File: config.mk
export PLATFORM = sky130hd
export DESIGN_NAME = btn_sequence_player
export DESIGN_NICKNAME = d
export VERILOG_FILES = /design/src/rtl/btn_seq_pkg.sv /design/src/rtl/btn_sequence_player_phase_timer.sv /design/src/rtl/btn_sequence_player.sv
export SDC_FILE = /design/constraint.sdc
export NUM_CORES = 1
export LEC_CHECK = 0
export CAP_MARGIN = 20
export CORE_MARGIN = 5
export CORE_UTILIZATION = 40
export DETAILED_ROUTE_END_ITERATION = 10
export REMOVE_ABC_BUFFERS = 1
export SYNTH_ARGS = -nofsm -noshare
export SYNTH_HDL_FRONTEND = slang
export SYNTH_SLANG_ARGS = --single-unit
File: constraint.sdc
create_clock -name clk -period 7.15 [get_ports clk]
set_input_delay 1.7875 -clock clk [delete_from_list [all_inputs] [get_ports clk]]
set_output_delay 1.7875 -clock clk [all_outputs]
set_load 0.1 [all_outputs]
File: src/rtl/btn_seq_pkg.sv
// Shared button-sequence definitions: button codes, default unlock code,
// 125 MHz phase timing constants and the player state encoding.
package btn_seq_pkg;

  localparam logic [1:0] BTN_NONE = 2'd0;
  localparam logic [1:0] BTN_1    = 2'd1;
  localparam logic [1:0] BTN_2    = 2'd2;
  localparam logic [1:0] BTN_3    = 2'd3;

  localparam logic [15:0] DEFAULT_CODE = 16'h00DE;

  localparam int CYC_500MS = 62500000;
  localparam int CYC_100MS = 12500000;

  typedef enum logic [1:0] {
    ST_IDLE = 2'd0,
    ST_ON   = 2'd1,
    ST_GAP  = 2'd2,
    ST_DONE = 2'd3
  } player_state_t;

  // Code 0 is a rest step and drives no button.
  function automatic logic [2:0] btn_onehot(input logic [1:0] code);
    logic [2:0] res;
    case (code)
      BTN_1:   res = 3'b001;
      BTN_2:   res = 3'b010;
      BTN_3:   res = 3'b100;
      default: res = 3'b000;
    endcase
    return res;
  endfunction

endpackage

File: src/rtl/btn_sequence_player_phase_timer.sv
// Loadable down-counter timing one ON or GAP phase; tc flags the final
// cycle of the phase (count has reached zero).
module phase_timer #(
  parameter int CNT_W = 27
) (
  input  logic             clk,
  input  logic             clr,
  input  logic             load,
  input  logic [CNT_W-1:0] load_val,
  input  logic             en,
  output logic             tc
);

  logic [CNT_W-1:0] cnt;

  always_ff @(posedge clk) begin
    if (clr) begin
      cnt <= '0;
    end else if (load) begin
      cnt <= load_val;
    end else if (en && (cnt != '0)) begin
      cnt <= cnt - 1'b1;
    end
  end

  assign tc = (cnt == '0);

endmodule

File: src/rtl/btn_sequence_player.sv
// Plays a stored button sequence as one-hot pulses with ON/GAP timing.
// Optional tone outputs (tone_sel, tone_on) under SEQ_PLAYER_TONE_EN.
//
// state   | meaning
// ST_IDLE | waiting for start, all outputs low
// ST_ON   | driving the button of step_idx for ON_CYCLES
// ST_GAP  | all-off gap for GAP_CYCLES after each step
// ST_DONE | one-cycle done pulse after the last gap
module btn_sequence_player
  import btn_seq_pkg::*;
#(
  parameter int          SEQ_LEN    = 4,
  parameter logic [15:0] SEQ_CODE   = DEFAULT_CODE,
  parameter int          ON_CYCLES  = CYC_500MS,
  parameter int          GAP_CYCLES = CYC_100MS,
  parameter int          CNT_W      = 27
) (
  input  logic       clk,
  input  logic       clr,
  input  logic       start,
  input  logic       abort,
  output logic [2:0] btn_drive,
  output logic [2:0] led,
  output logic       busy,
  output logic       done,
  output logic [2:0] step_idx
`ifdef SEQ_PLAYER_TONE_EN
  ,
  output logic [1:0] tone_sel,
  output logic       tone_on
`endif
);

  localparam logic [2:0]       LAST_STEP = 3'(SEQ_LEN - 1);
  localparam logic [CNT_W-1:0] ON_LOAD   = CNT_W'(ON_CYCLES - 1);
  localparam logic [CNT_W-1:0] GAP_LOAD  = CNT_W'(GAP_CYCLES - 1);

  player_state_t    state, state_nxt;
  logic [2:0]       step_nxt;
  logic [1:0]       code_nxt;
  logic             tmr_load, tmr_en, tmr_tc;
  logic [CNT_W-1:0] tmr_load_val;

  phase_timer #(.CNT_W(CNT_W)) u_phase_timer (
    .clk      (clk),
    .clr      (clr),
    .load     (tmr_load),
    .load_val (tmr_load_val),
    .en       (tmr_en),
    .tc       (tmr_tc)
  );

  always_comb begin
    state_nxt    = state;
    step_nxt     = step_idx;
    tmr_load     = 1'b0;
    tmr_load_val = '0;
    tmr_en       = 1'b0;
    case (state)
      ST_IDLE: begin
        step_nxt = 3'd0;
        if (start) begin
          state_nxt    = ST_ON;
          tmr_load     = 1'b1;
          tmr_load_val = ON_LOAD;
        end
      end
      ST_ON: begin
        if (tmr_tc) begin
          state_nxt    = ST_GAP;
          tmr_load     = 1'b1;
          tmr_load_val = GAP_LOAD;
        end else begin
          tmr_en = 1'b1;
        end
      end
      ST_GAP: begin
        if (!tmr_tc) begin
          tmr_en = 1'b1;
        end else if (step_idx == LAST_STEP) begin
          state_nxt = ST_DONE;
        end else begin
          state_nxt    = ST_ON;
          step_nxt     = step_idx + 3'd1;
          tmr_load     = 1'b1;
          tmr_load_val = ON_LOAD;
        end
      end
      ST_DONE: begin
        state_nxt = ST_IDLE;
        step_nxt  = 3'd0;
      end
      default: begin
        state_nxt = ST_IDLE;
        step_nxt  = 3'd0;
      end
    endcase
    // Abort overrides any phase transition; the timer is parked at zero.
    if (abort && (state != ST_IDLE)) begin
      state_nxt    = ST_IDLE;
      step_nxt     = 3'd0;
      tmr_load     = 1'b1;
      tmr_load_val = '0;
    end
  end

  assign code_nxt = SEQ_CODE[{step_nxt, 1'b0} +: 2];

  // Outputs are registered from next-state values so they align with state.
  always_ff @(posedge clk) begin
    if (clr) begin
      state     <= ST_IDLE;
      step_idx  <= 3'd0;
      btn_drive <= 3'b000;
      led       <= 3'b000;
      busy      <= 1'b0;
      done      <= 1'b0;
    end else begin
      state     <= state_nxt;
      step_idx  <= step_nxt;
      btn_drive <= (state_nxt == ST_ON) ? btn_onehot(code_nxt) : 3'b000;
      led       <= (state_nxt == ST_ON) ? btn_onehot(code_nxt) : 3'b000;
      busy      <= (state_nxt != ST_IDLE);
      done      <= (state_nxt == ST_DONE);
    end
  end

`ifdef SEQ_PLAYER_TONE_EN
  always_ff @(posedge clk) begin
    if (clr) begin
      tone_sel <= BTN_NONE;
      tone_on  <= 1'b0;
    end else begin
      tone_sel <= (state_nxt == ST_ON) ? code_nxt : BTN_NONE;
      tone_on  <= (state_nxt == ST_ON) && (code_nxt != BTN_NONE);
    end
  end
`endif

endmodule

==> results of run 1 <==
-- report_power, final --
part | switching [mW] | total, mW | internal (mW) | leakage [nW]
sequential | 0.0434 | 0.289 | 0.246 | 0.304
clock | 0.0724 | 0.149 | 0.0765 | 0.0443
combinational | 0.246 | 0.364 | 0.118 | 0.518
-- per-stage QoR --
| step | instance area [sq um] | std cells | hold slack, ns | setup slack (ns) |
|---|---|---|---|---|
| 6_report | 2424 | 355 | 0.4778 | 3.072 |
| 5_1_grt | 2424 | 355 | 0.4988 | 2.779 |
| 4_1_cts | 2424 | 355 | 0.4732 | 3.097 |
| 3_5_place_dp | 2337 | 348 | 0.4522 | 2.790 |
| 3_3_place_gp | 2337 | 348 | 0.4542 | 2.882 |
| 2_1_floorplan | 2095 | 262 | 0.4238 | 3.809 |
-- worst max-delay path: cells and delay by family --
kind                   cells  cell delay [ns]
and+or+nand+nor            4             1.55
buffers and inverters      1             0.55
AOI/OAI and AO/OA          1             0.37
-- cells in the final DEF, fill, tap and decap left out, types with 8 or more instances in the layout --
cell type	netlist	layout
a21oi_1	14	14
nand2_1	17	17
nor2_1	40	40
dfxtp_1	37	37
inv_1	11	11
nor3_1	23	23
nand3_1	13	13
nor4_1	11	11
clkdlybuf4s50_1	0	14
o21ai_0	8	8
-- cell type report --
cell class / instances / area, sq um / area share (%)
multi-input combinational: 214 / 1313 / 54.16
sequential: 37 / 740.7 / 30.56
timing repair buffer: 16 / 155.1 / 6.402
tap: 70 / 87.58 / 3.614
clock buffer: 7 / 86.33 / 3.562
inverter: 11 / 41.29 / 1.704
-- kinds of logic after synthesis --
kind of cell,after synthesis,share of synthesized area [%]
AND/OR/NAND/NOR,142,34.83
AO/OA/AOI/OAI,58,18.80
flip-flops,37,34.14
buffers and inverters,25,5.363
XOR/XNOR,6,2.422
adder cells (fa/ha/maj),6,3.460
multiplexers,2,0.9804
-- synth_stat cells, drive strengths merged, types with 2 or more instances --
| master | count |
|---|---|
| a31oi | 4 |
| buf | 6 |
| and3 | 3 |
| nor2 | 40 |
| a21oi | 14 |
| xnor2 | 2 |
| xor2 | 4 |
| and2 | 4 |
| o21ai | 10 |
| nand4 | 4 |
| nor4b | 2 |
| nand2b | 2 |
| nor4 | 11 |
| or4 | 6 |
| nand3b | 3 |
| a2111oi | 3 |
| nor3b | 4 |
| o21a | 7 |
| nor3 | 24 |
| a22oi | 2 |
| nor2b | 2 |
| inv | 11 |
| o31a | 2 |
| nand3 | 13 |
| o211a | 3 |
| a211oi | 4 |
| nand4b | 4 |
| a21boi | 2 |
| dfxtp | 37 |
| ha | 6 |
| clkbuf | 8 |
| nand2 | 17 |
-- worst max-delay path by stage --
stage,start,endpoint,cells past startpoint
finish,abort,u_phase_timer.cnt[4],6
global route,abort,u_phase_timer.cnt[4],6
CTS,abort,u_phase_timer.cnt[15],6
detailed placement,abort,u_phase_timer.cnt[4],6
global placement,abort,u_phase_timer.cnt[4],6
floorplan,led[0],btn_drive[0],0
-- sequential cells by signal (all words and copies together), names as in the netlist --
signal,flops
state,2
step_idx,3
led,3
u_phase_timer.cnt,27
busy,1
done,1
-- layer usage --
layer | vias up | routed length [um]
met5 | - | 0
met4 | 0 | 64
met3 | 5 | 246
met2 | 40 | 2451
met1 | 960 | 2831
li1 | 1034 | -
==> flow_summary_export.csv, run 1 <==
group,metric,value,unit
floorplan,dieArea,6996,sq um
global_routing,grt-busiest-layer,"met2",
clock_tree,cts_max_path_buffers,2,
global_routing,met3_usage,3.356,%
detailed_routing,drc,0,
cells_and_area,drive_gt1_share,5.614,%
worst_setup_path,crit_path_frequent_cell,"nor2_1",
clock_tree,cts_resized,0,
cells_and_area,nNetsFinal,295,
worst_setup_path,rr_endpoint,"u_phase_timer.cnt[4]",
sta,clock.fmax,0.2452,GHz
clock_tree,path_clk_slew,0.07,ns
cells_and_area,n_fill_cell,509,
worst_setup_path,r2r_slack,3.74,ns
synthesis,yosysSeqAreaShare,34.14,%
global_routing,use_met1,23.48,%
sta,period_share,57.04,%
power_and_ir_drop,power_density,331.1,nW/um^2
worst_hold_path,hold-path-endpoint,"u_phase_timer.cnt[26]",
detailed_routing,drt-initial-drc-count,163,
cells_and_area,n_antenna_cell,0,
global_routing,grt_pass1_vias,1928,
floorplan,die_x,83.65,um
power_and_ir_drop,vdd_drop_max,151.7,uV
global_routing,grt_max_degree,24,
synthesis,synthArstFlopShare,0,%
floorplan,die_y,83.65,um
sta,setup_viol,0,
floorplan,num_rows,26,
synthesis,syn-instance-count,276,
worst_setup_path,r2r_cells,8,
worst_setup_path,worst_setup_path_start_kind,"input pin",
status,status,"complete, no violations",
clock_tree,cts_setup_buffers,0,
detailed_routing,routed_wl,5593,um
clock_tree,clkLatencyLatePin,0.29,ns
synthesis,yosysTopAreaCell,"dfxtp_1",
detailed_routing,wl_per_cell,15.75,um
sta,skew,0.007893,ns
floorplan,start_util,41.94,%
worst_hold_path,hold_depth,2,
sta,slew_headroom,33.70,%
run,cap_viol_max_count,0,
placed_design,gp_congestion,0.8816,
clock_tree,cts_inserted_buffers,5,
worst_hold_path,min_from,"u_phase_timer.cnt[26]",
sta,period_needed,4.078,ns
synthesis,synthTopCellsByArea,"dfxtp_1, nor2_1, nor3_1, ha_1, a21oi_1",
cells_and_area,final_util,46.86,%
worst_setup_path,crit_chain,"clkdlybuf4s50_1 > nor2b_1 > nor2_1 > nand3_1 > nor2_1 > a2111oi_0",
cells_and_area,syn_to_final_growth,11.71,%
placed_design,port_buffers,14,
worst_setup_path,path_class,"input pin to register",
detailed_routing,viasPerCell,5.744,
synthesis,synth-warning-count,0,
clock_tree,postCtsHoldBufs,0,
sta,final.setup.tns,0,ns
power_and_ir_drop,total_power,0.8025,mW
clock_tree,root_buffer,"clkbuf_8",
global_routing,antenna_found_initial,0,
floorplan,core_area,5172,sq um
clock_tree,cts.htree.levels,2,
worst_setup_path,slowest_delay,0.61,ns
worst_setup_path,required,7.33,ns
synthesis,syn_area,2170,sq um
synthesis,ys_ff_latch,37,
worst_setup_path,reg2reg_from,"u_phase_timer.cnt[0]",
synthesis,syn_avg_cell_area,7.861,sq um
global_routing,grt_use_met2,25.16,%
clock_tree,clock-sinks,37,
detailed_routing,dr_total_vias,2039,
sta,worst_pin_slew,0.9914,ns
synthesis,synth_top_area_share,34.14,%
placed_design,hpwl,3980,um
clock_tree,cts_tree,"yes",
detailed_routing,postRouteAntennaNets,0,
power_and_ir_drop,p_leak,0.8664,nW
worst_setup_path,end_kind,"register",
sta,hold_viol,0,
floorplan,ios,15,
sta,rsz0062_at_grt,"no",
worst_setup_path,worstPathMaxFanout,15,
synthesis,synthFlopType,"dfxtp_1",
global_routing,grt.total_usage,16.54,%
detailed_routing,first_pass_iters,4,
global_routing,grt_pass1_wl,9563,um
worst_setup_path,cp.arrival,4.26,ns
sta,slew_viol_final,0,
worst_hold_path,worstHoldPathType,"register to register",
global_routing,grt.overflow.total,0,
synthesis,yosysUniqueCellTypes,52,
synthesis,synth_edf_count,0,
worst_setup_path,cpMaxStageDelayCell,"nor2b_1",
(Power assumes the default switching activity.)
==> run 2, diff against run 1 <==
- clock period: 7.15 -> 3.28 ns (I/O delays scaled with it)
==> run 2 against run 1 <==
Sequential power up 120%. Total power rose by 130%. Clock skew up 0.0011 ns. Worst hold slack lost 0.028 ns. Clock-buffer cell count shrank 1. Utilization up 1.6 points. Critical path depth rose by 2. Routed wire length shrank 0.45%. Flip-flop and latch count is the same.
==> flow_summary_export.csv, run 2 (same netlist as run 1, synthesis figures left out) <==
group,metric,value,unit
status,status,"complete, no violations",
detailed_routing,drc,0,
cells_and_area,fin_area,2509,sq um
cells_and_area,n_antenna_cell,0,
power_and_ir_drop,power_density,743.9,nW/um^2
clock_tree,cts_max_path_buffers,2,
sta,worst_pin_slew,0.7166,ns
clock_tree,clkLatencyLatePin,0.29,ns
worst_setup_path,cp.arrival,3.20,ns
placed_design,port_buffers,14,
worst_setup_path,required,3.42,ns
sta,final.setup.tns,0,ns
cells_and_area,multi_input_area,1318,sq um
power_and_ir_drop,vdd_drop_max,418.1,uV
power_and_ir_drop,seq_power_share,33.7,%
worst_setup_path,end_kind,"register",
sta,hold_viol,0,
sta,period_needed,3.054,ns
detailed_routing,routed_wl,5568,um
clock_tree,root_buffer,"clkbuf_8",
cells_and_area,drive_gt1_share,13.47,%
worst_setup_path,reg2reg_from,"u_phase_timer.cnt[0]",
floorplan,num_rows,26,
worst_hold_path,worstHoldPathType,"register to register",
cells_and_area,n_fill_cell,525,
sta,setup_viol,0,
floorplan,start_util,41.94,%
power_and_ir_drop,p_switching,0.8044,mW
cells_and_area,seqCellArea,740.7,sq um
global_routing,grt_pass1_wl,9459,um
global_routing,grt_pass1_vias,1913,
sta,slew_viol_final,0,
run,cap_viol_max_count,0,
power_and_ir_drop,p_comb_share,45.3,%
worst_hold_path,hold-path-endpoint,"u_phase_timer.cnt[26]",
detailed_routing,dr_total_vias,2054,
cells_and_area,nNetsFinal,306,
cells_and_area,final_cell_mix,"nor2_1, dfxtp_1, buf_4",
sta,clock.fmax,0.3275,GHz
global_routing,grt.total_usage,16.52,%
detailed_routing,viasPerCell,5.597,
sta,slew_headroom,51.94,%
detailed_routing,wl_per_cell,15.17,um
cells_and_area,largest_reg_flops,27,
floorplan,ios,15,
clock_tree,cts_inserted_buffers,5,
cells_and_area,syn_to_final_growth,15.63,%
floorplan,die_y,83.65,um
worst_setup_path,slowest_delay,0.63,ns
worst_setup_path,cpMaxStageDelayCell,"or4_4",
worst_setup_path,r2r_slack,0.23,ns
clock_tree,path_clk_slew,0.08,ns
cells_and_area,layout_commonest_cell,"nor2_1",
power_and_ir_drop,switching_share,43.10,%
global_routing,grt_max_degree,19,
clock_tree,cts_tree,"yes",
worst_setup_path,crit_chain,"inv_1 > ha_1 > or4b_1 > or4_4 > a2111o_1 > and2_1 > a22oi_1 > a31oi_1",
worst_hold_path,min_from,"u_phase_timer.cnt[26]",
worst_setup_path,worstPathMaxFanout,13,
worst_setup_path,worst_setup_path_start_kind,"register",
clock_tree,clock-sinks,37,
cells_and_area,top_regs,"u_phase_timer.cnt (27), led (3), step_idx (3)",
sta,skew,0.008967,ns
placed_design,place_area,2392,sq um
placed_design,gp_congestion,0.8947,
floorplan,die_x,83.65,um
global_routing,grt.overflow.total,0,
detailed_routing,postRouteAntennaNets,0,
floorplan,dieArea,6996,sq um
detailed_routing,first_pass_iters,5,
power_and_ir_drop,p_int,1.062,mW
worst_setup_path,rr_endpoint,"u_phase_timer.cnt[24]",
power_and_ir_drop,p_leak,0.9556,nW
sta,rsz0062_at_grt,"no",
cells_and_area,top_register,"u_phase_timer.cnt",
clock_tree,cts.htree.levels,2,
clock_tree,postCtsHoldBufs,0,
detailed_routing,drt-initial-drc-count,271,
floorplan,core_area,5172,sq um
placed_design,hpwl,4140,um
worst_setup_path,path_class,"register to register",
worst_hold_path,hold_depth,2,
power_and_ir_drop,pwr-share-clk,21.0,%
worst_setup_path,r2r_cells,8,
global_routing,antenna_found_initial,0,
sta,period_share,93.11,%
## run 2: worst max-delay path: cells and delay by family (launching register included)
family	cells	cell delay, ns
buf+inv	1	0.08
flops	1	0.33
simple gates	3	1.46
fa+ha+maj	1	0.22
compound gates	3	0.81
## run 2: area by class of cell
type / instances / area share, %
clock inverters: 2 / 1.546
well taps: 70 / 3.491
clock buffers: 6 / 2.893
multi-input cells: 214 / 52.52
flip-flops and latches: 37 / 29.53
inverters: 11 / 1.646
repair buffers: 27 / 8.379
## run 2: repair_timing
item                       CTS  global route
setup buffers                0             0
gates resized for setup      0             1
setup endpoints to repair    0             1
## run 2: worst max-delay path by stage
stage,from,to,slack [ns],cells after the start
6_report,u_phase_timer.cnt[0],u_phase_timer.cnt[24],0.23,8
4_1_cts,u_phase_timer.cnt[0],u_phase_timer.cnt[17],0.21,9
3_3_place_gp,u_phase_timer.cnt[0],u_phase_timer.cnt[17],0.29,9
2_1_floorplan,u_phase_timer.cnt[0],u_phase_timer.cnt[4],0.33,8
3_5_place_dp,u_phase_timer.cnt[0],u_phase_timer.cnt[17],0.20,9
5_1_grt,u_phase_timer.cnt[0],u_phase_timer.cnt[24],0.07,8
## run 2: power by group through the flow
stage                     Clock, mW  Sequential, mW  Combinational [mW]
after floorplan                   0           0.700               0.514
after global placement            0           0.637               0.835
after detailed placement          0           0.638               0.837
after CTS                     0.405           0.627               0.840
after global routing          0.425           0.644               0.942
final                         0.391           0.630               0.846
## run 2: stage by stage
stage               total power, mW  instances  setup slack, ns  hold slack, ns  utilization [%]
floorplan                     1.214        262           0.3323          0.4238                -
global placement              1.473        359           0.2895          0.4453            46.25
detailed placement            1.475        359           0.2049          0.4441            46.25
CTS                           1.873        367           0.2074          0.4566            48.40
global route                  2.011        367          0.06552          0.4863            48.50
finish                        1.866        367           0.2261          0.4502            48.50
## run 2: per-layer routing
metal / wire length, um / part of all wire [%] / vias up / global-route usage [%]
met5: 0 / 0 / - / 0
met4: 52 / 0.93 / 0 / 6.725
met3: 282 / 5.1 / 6 / 3.159
met2: 2531 / 45 / 44 / 24.01
met1: 2702 / 49 / 947 / 23.72
li1: - / - / 1057 / -
